### src/rtl/mips_pkg.sv
// Shared MIPS pipeline definitions: PC-source select encoding, NOP word and
// the reset and exception vector addresses used by the fetch and decode stages.
package mips_pkg;

   localparam logic [2:0] PCSRC_SEQ = 3'd0;
   localparam logic [2:0] PCSRC_BR  = 3'd1;
   localparam logic [2:0] PCSRC_J   = 3'd2;
   localparam logic [2:0] PCSRC_JR  = 3'd3;
   localparam logic [2:0] PCSRC_IRQ = 3'd4;
   localparam logic [2:0] PCSRC_EXC = 3'd5;

   localparam logic [31:0] NOP_INSTR = 32'h0000_0000;

   localparam logic [31:0] RESET_PC_DEF = 32'h8000_0000;
   localparam logic [31:0] IRQ_VEC_DEF  = 32'h8000_0004;
   localparam logic [31:0] EXC_VEC_DEF  = 32'h8000_0008;

endpackage

### src/rtl/irq_pending_ctl.sv
// Interrupt request conditioning: optional 2-flop synchronizer (IF_IRQ_SYNC_EN),
// rising-edge detect and a pending flag that is cleared when the IRQ vector is taken.
module irq_pending_ctl
   import mips_pkg::*;
(
   input  logic clk_i,
   input  logic rst_ni,
   input  logic irq_i,
   input  logic ack_i,
   output logic pending_o
);

   logic irq_s;
   logic irq_s_prev_q;
   logic pending_q, pending_d;

`ifdef IF_IRQ_SYNC_EN
   logic sync1_q, sync2_q;

   always_ff @(posedge clk_i or negedge rst_ni) begin
      if (!rst_ni) begin
         sync1_q <= 1'b0;
         sync2_q <= 1'b0;
      end else begin
         sync1_q <= irq_i;
         sync2_q <= sync1_q;
      end
   end

   assign irq_s = sync2_q;
`else
   assign irq_s = irq_i;
`endif

   // A new edge beats acceptance so a request arriving on the ack edge is not lost.
   always_comb begin
      pending_d = pending_q;
      if (ack_i)
         pending_d = 1'b0;
      if (irq_s && !irq_s_prev_q)
         pending_d = 1'b1;
   end

   always_ff @(posedge clk_i or negedge rst_ni) begin
      if (!rst_ni) begin
         irq_s_prev_q <= 1'b0;
         pending_q    <= 1'b0;
      end else begin
         irq_s_prev_q <= irq_s;
         pending_q    <= pending_d;
      end
   end

   assign pending_o = pending_q;

endmodule

### src/rtl/if_stage.sv
// MIPS instruction-fetch stage: PC register, next-PC mux and IF/ID register.
// Build option IF_IRQ_SYNC_EN enables the 2-flop irq_in synchronizer.
module if_stage
   import mips_pkg::*;
#(
   parameter logic [31:0] RESET_PC = RESET_PC_DEF,
   parameter logic [31:0] IRQ_VEC  = IRQ_VEC_DEF,
   parameter logic [31:0] EXC_VEC  = EXC_VEC_DEF
) (
   input  logic        clk,
   input  logic        reset,
   input  logic [2:0]  pc_src,
   input  logic        branch_taken,
   input  logic [31:0] branch_target,
   input  logic [25:0] jump_index,
   input  logic [31:0] jr_target,
   input  logic        stall,
   output logic [31:0] imem_addr,
   input  logic [31:0] imem_data,
   input  logic        irq_in,
   output logic [31:0] pc,
   output logic [31:0] if_id_instr,
   output logic [31:0] if_id_pc_plus4,
   output logic        if_id_irq
);

   logic [31:0] pc_q, pc_d;
   logic [31:0] instr_q, instr_d;
   logic [31:0] pcp4_q, pcp4_d;
   logic        irq_q, irq_d;
   logic [31:0] pc_plus4;
   logic [31:0] next_pc;
   logic        redirect;
   logic        irq_pending;
   logic        irq_pending_eff;

   assign pc_plus4 = pc_q + 32'd4;

   // Encodings 6 and 7 fall through to sequential fetch.
   always_comb begin
      next_pc  = pc_plus4;
      redirect = 1'b1;
      case (pc_src)
         PCSRC_BR: begin
            next_pc  = branch_taken ? branch_target : pc_plus4;
            redirect = branch_taken;
         end
         PCSRC_J:   next_pc = {pc_q[31:28], jump_index, 2'b00};
         PCSRC_JR:  next_pc = jr_target;
         PCSRC_IRQ: next_pc = IRQ_VEC;
         PCSRC_EXC: next_pc = EXC_VEC;
         default:   redirect = 1'b0;
      endcase
   end

   // Kernel-space code (pc[31]=1) runs with interrupts masked.
   assign irq_pending_eff = irq_pending & ~pc_q[31];

   always_comb begin
      pc_d    = pc_q;
      instr_d = instr_q;
      pcp4_d  = pcp4_q;
      irq_d   = irq_q;
      if (redirect) begin
         pc_d    = next_pc;
         instr_d = NOP_INSTR;
         pcp4_d  = pc_plus4;
         irq_d   = 1'b0;
      end else if (!stall) begin
         pc_d    = pc_plus4;
         instr_d = imem_data;
         pcp4_d  = pc_plus4;
         irq_d   = irq_pending_eff;
      end
   end

   always_ff @(posedge clk or negedge reset) begin
      if (!reset) begin
         pc_q    <= RESET_PC;
         instr_q <= NOP_INSTR;
         pcp4_q  <= 32'h0;
         irq_q   <= 1'b0;
      end else begin
         pc_q    <= pc_d;
         instr_q <= instr_d;
         pcp4_q  <= pcp4_d;
         irq_q   <= irq_d;
      end
   end

   irq_pending_ctl u_irq_pending_ctl (
      .clk_i     (clk),
      .rst_ni    (reset),
      .irq_i     (irq_in),
      .ack_i     (pc_src == PCSRC_IRQ),
      .pending_o (irq_pending)
   );

   assign imem_addr      = pc_q;
   assign pc             = pc_q;
   assign if_id_instr    = instr_q;
   assign if_id_pc_plus4 = pcp4_q;
   assign if_id_irq      = irq_q;

endmodule

### config.mk
export PLATFORM = sky130hd
export DESIGN_NAME = if_stage
export DESIGN_NICKNAME = d
export VERILOG_FILES = /design/src/rtl/mips_pkg.sv /design/src/rtl/irq_pending_ctl.sv /design/src/rtl/if_stage.sv
export SDC_FILE = /design/constraint.sdc
export NUM_CORES = 1
export LEC_CHECK = 0
export BUFFER_PORTS_ARGS = -buffer_cell sky130_fd_sc_hd__buf_4
export CELL_PAD_IN_SITES_DETAIL_PLACEMENT = 1
export CELL_PAD_IN_SITES_GLOBAL_PLACEMENT = 1
export CORE_ASPECT_RATIO = 1.75
export CORE_MARGIN = 2
export CORE_UTILIZATION = 34
export DETAILED_ROUTE_END_ITERATION = 7
export GPL_ROUTABILITY_DRIVEN = 0
export GPL_TIMING_DRIVEN = 0
export PLACE_DENSITY = 0.9
export SYNTH_ARGS = -nofsm -noshare
export SYNTH_HDL_FRONTEND = slang
export SYNTH_SLANG_ARGS = --single-unit
### constraint.sdc
create_clock -name clk -period 2.2 [get_ports clk]
set_input_delay 0.11 -clock clk [delete_from_list [all_inputs] [get_ports clk]]
set_output_delay 0.11 -clock clk [all_outputs]
set_load 0.03 [all_outputs]
==> flow_metrics.py <==
metrics = {
    "routing": {
        "wire_per_inst_um": 20.7,
        "dr.first_iter.drc_count": 274,
        "vias_per_cell": 5.37,
        "antenna_left": 0,
        "dr.pass1.iters": 6,
        "drc_errors": 0,
        "wirelength_um": 21900,
        "num_vias": 5688,
    },
    "worst_setup_path": {
        "crit_fanout": 6,
        "cp_slowest_stage_delay_ns": 0.46,
        "path_cells": "clkbuf_1 -> nand4_1 -> nor4_1 -> nand4_1 -> or4_1 -> nand3_1",
        "worstPathRequired_ns": 2.48,
        "r2r-start": "imem_addr[23]",
        "end_kind": "flop",
        "timing.rr.end": "imem_addr[30]",
        "r2r_slack_ns": 0.07,
        "ff2ff_path_depth": 6,
        "cp.arrival_ns": 2.42,
        "path_class": "reg2reg",
        "cpMaxStageDelayCell": "or4_1",
        "critPathLaunchType": "flop",
        "crit_top_cell": "nand4_1",
    },
    "layout": {
        "area_growth_pct": 48.0,
        "diodes": 0,
        "fin_nets": 997,
        "fillerInstances": 1830,
        "drive_above_1_share_pct": 38.0,
        "instances_no_fill": 1059,
    },
    "floorplanning": {
        "start_util_pct": 34.6,
        "rows": 61,
        "fp.dieArea_mm2": 0.0172,
        "coreArea_mm2": 0.0159,
        "die_h_um": 172,
        "top_level_ports": 259,
        "die_w_um": 100,
    },
    "worst_hold_path": {
        "hp-start": "imem_data[8]",
        "min_delay_path_depth": 3,
        "holdPathEnd": "if_id_instr[8]",
        "hold_path.class": "in2reg",
    },
    "run_status": {
        "run_status": "complete, no violations",
    },
    "yosys": {
        "synth_top_area_share_pct": 44.7,
        "ys.flop_type": "dfrtp_1",
        "synth_area_mm2": 0.00549,
        "synth_area_leaders": "dfrtp_1, mux2i_1, nor2_1",
        "syn_inst": 587,
        "yosysTopAreaCell": "dfrtp_1",
        "synth_cell_type_count": 50,
        "ys_ff_latch": 99,
        "seq_area_frac_synth_pct": 45.2,
        "syn_area_per_cell_um2": 9.34,
        "synth-async-reset-ratio_pct": 100,
        "ys_warn_count": 0,
        "synth-edff-count": 0,
        "syn-num-nets": 719,
    },
    "cts": {
        "numCtsBuffers": 9,
        "htree_levels": 3,
        "clockBufferDepth": 2,
        "cts.sinks": 99,
        "cts_tree": "yes",
        "clk_latency_ns": 0.35,
        "cts-root-buf": "clkbuf_16",
        "clkSlewWorstSetupHoldPaths_ns": 0.08,
    },
    "sta": {
        "worst_pin_slew_ns": 0.936,
        "holdWs_ns": 0.00379,
        "fmax_mhz": 468,
        "finalCritPeriodShare_pct": 97.0,
        "finalClockSkew_ns": 0.0126,
        "hold_viol": 0,
        "slew_headroom_pct": 37.6,
        "setup_viol": 0,
        "fin_crit_ns": 2.13,
        "finalMaxSlewViolations": 0,
    },
    "pwr": {
        "leakage_nw": 3.95,
        "power_mw": 5.81,
        "power.density_mw_per_mm2": 716,
        "ir_worst_vdd_mv": 0.326,
    },
    "place": {
        "portBuffers": 255,
        "hpwl_um": 16800,
        "placed_cells": 1031,
    },
    "global_routing": {
        "grt_max_degree": 100,
        "gr-usage-all-layers_pct": 24.8,
        "grt_pass1_wl_um": 33000,
        "grt_pass1_vias": 6032,
        "antenna_found_initial": 0,
        "grt_remaining_overflow": 0,
    },
    "flow_run": {
        "cap_violations": 0,
    },
}
[how the worst max path moves through the flow]
| stage | startpoint | to | depth (start not counted) |
|---|---|---|---|
| 6_report | imem_addr[23] | imem_addr[30] | 6 |
| 5_1_grt | imem_addr[7] | imem_addr[31] | 6 |
| 4_1_cts | imem_addr[15] | imem_addr[24] | 6 |
| 3_5_place_dp | imem_addr[2] | imem_addr[30] | 6 |
| 3_3_place_gp | imem_addr[2] | imem_addr[30] | 6 |
| 2_1_floorplan | imem_addr[13] | imem_addr[22] | 7 |
[critical path: cells and delay by family (launching register included)]
kind	cells	cell delay, ns
buffers and inverters	1	0.31
flip-flops	1	0.39
AND/OR/NAND/NOR	5	1.37
[placed cells by master, fill, tap and decap left out, types with 23 or more instances in the layout]
cell	Yosys	routed
buf_4	34	290
nor2_1	70	70
dfrtp_1	98	95
nand3_1	29	29
a21oi_1	23	23
nand2_1	52	52
clkbuf_1	28	27
mux2i_1	39	39
o21ai_0	34	34
[logic make-up (layout without fill, tap and decap cells)]
| kind of cell | Yosys count | count (layout) | synth area share [%] |
|---|---|---|---|
| AO/OA/AOI/OAI | 105 | 105 | 12.5 |
| multiplexers | 44 | 44 | 8.14 |
| AND/OR/NAND/NOR | 211 | 211 | 18.7 |
| adder cells (fa/ha/maj) | 2 | 2 | 0.456 |
| XOR/XNOR | 44 | 44 | 7.03 |
| buffers and inverters | 82 | 365 | 8.05 |
| flip-flops | 99 | 99 | 45.2 |
[power by group]
group          total (mW)  switching (mW)  internal (mW)
logic                1.83            1.07          0.761
clock network        1.73           0.732           1.00
registers            2.24           0.238           2.01
total                5.81            2.04           3.77
[metrics by stage]
step	setup TNS (ns)	instance area, um2	setup WS [ns]	util (%)
after CTS	0	8070	0.0303	50.8
after global placement	-0.223	7640	-0.133	48.1
after detailed placement	-1.54	7640	-0.142	48.1
after global routing	-0.0380	8120	-0.0252	51.1
after floorplan	0	5490	0.173	-
final	0	8120	0.0652	51.1
[registers in the layout, indices dropped and copies added, names as in the netlist]
register and count:
u_irq_pending_ctl.pending_o 1, if_id_pc_plus4 32, if_id_instr 32, if_id_irq 1, imem_addr 32, u_irq_pending_ctl.irq_s_prev_q 1
[synth_stat cells (all sizes together) (2+ instances only)]
master	number
a211oi	3
a21oi	23
a221oi	2
a222oi	16
a22o	2
a22oi	5
a31oi	4
and2	5
and3	6
buf	43
clkbuf	28
clkinv	2
dfrtp	98
ha	2
inv	9
mux2	5
mux2i	39
nand2	52
nand3	31
nand4	15
nor2	70
nor2b	2
nor3	9
nor3b	2
nor4	5
nor4b	2
nor4bb	2
o21ai	36
o221ai	3
o22ai	6
or2	2
or3	2
or4	4
xnor2	22
xor2	22
[cell type report]
| class | count | area (um2) | area share [%] |
|---|---|---|---|
| buffer | 70 | 398 | 4.90 |
| multi-input combinational | 406 | 2590 | 31.9 |
| timing repair buffer | 268 | 2050 | 25.3 |
| clock buffer | 10 | 229 | 2.82 |
| sequential | 99 | 2480 | 30.6 |
| tap | 189 | 236 | 2.91 |
| inverter | 11 | 41.3 | 0.509 |
| clock inverter | 6 | 88.8 | 1.09 |
[per-layer routing]
layer  part of all wire (%)  track usage, %  wire [um]
met4                    3.5            11.4        770
met3                    4.7            2.55       1020
met2                     55            47.0      12100
met1                     36            27.5       7980
met5                      0               0          0
[timing repair]
item	in CTS	in global routing
gates resized for setup	5	3
endpoints found under the setup margin	16	4
hold buffers	9	1
endpoints found under the hold margin	8	98
buffers inserted	2	1
pin swaps	1	1
Note: power is estimated with default switching activity, not from simulation.
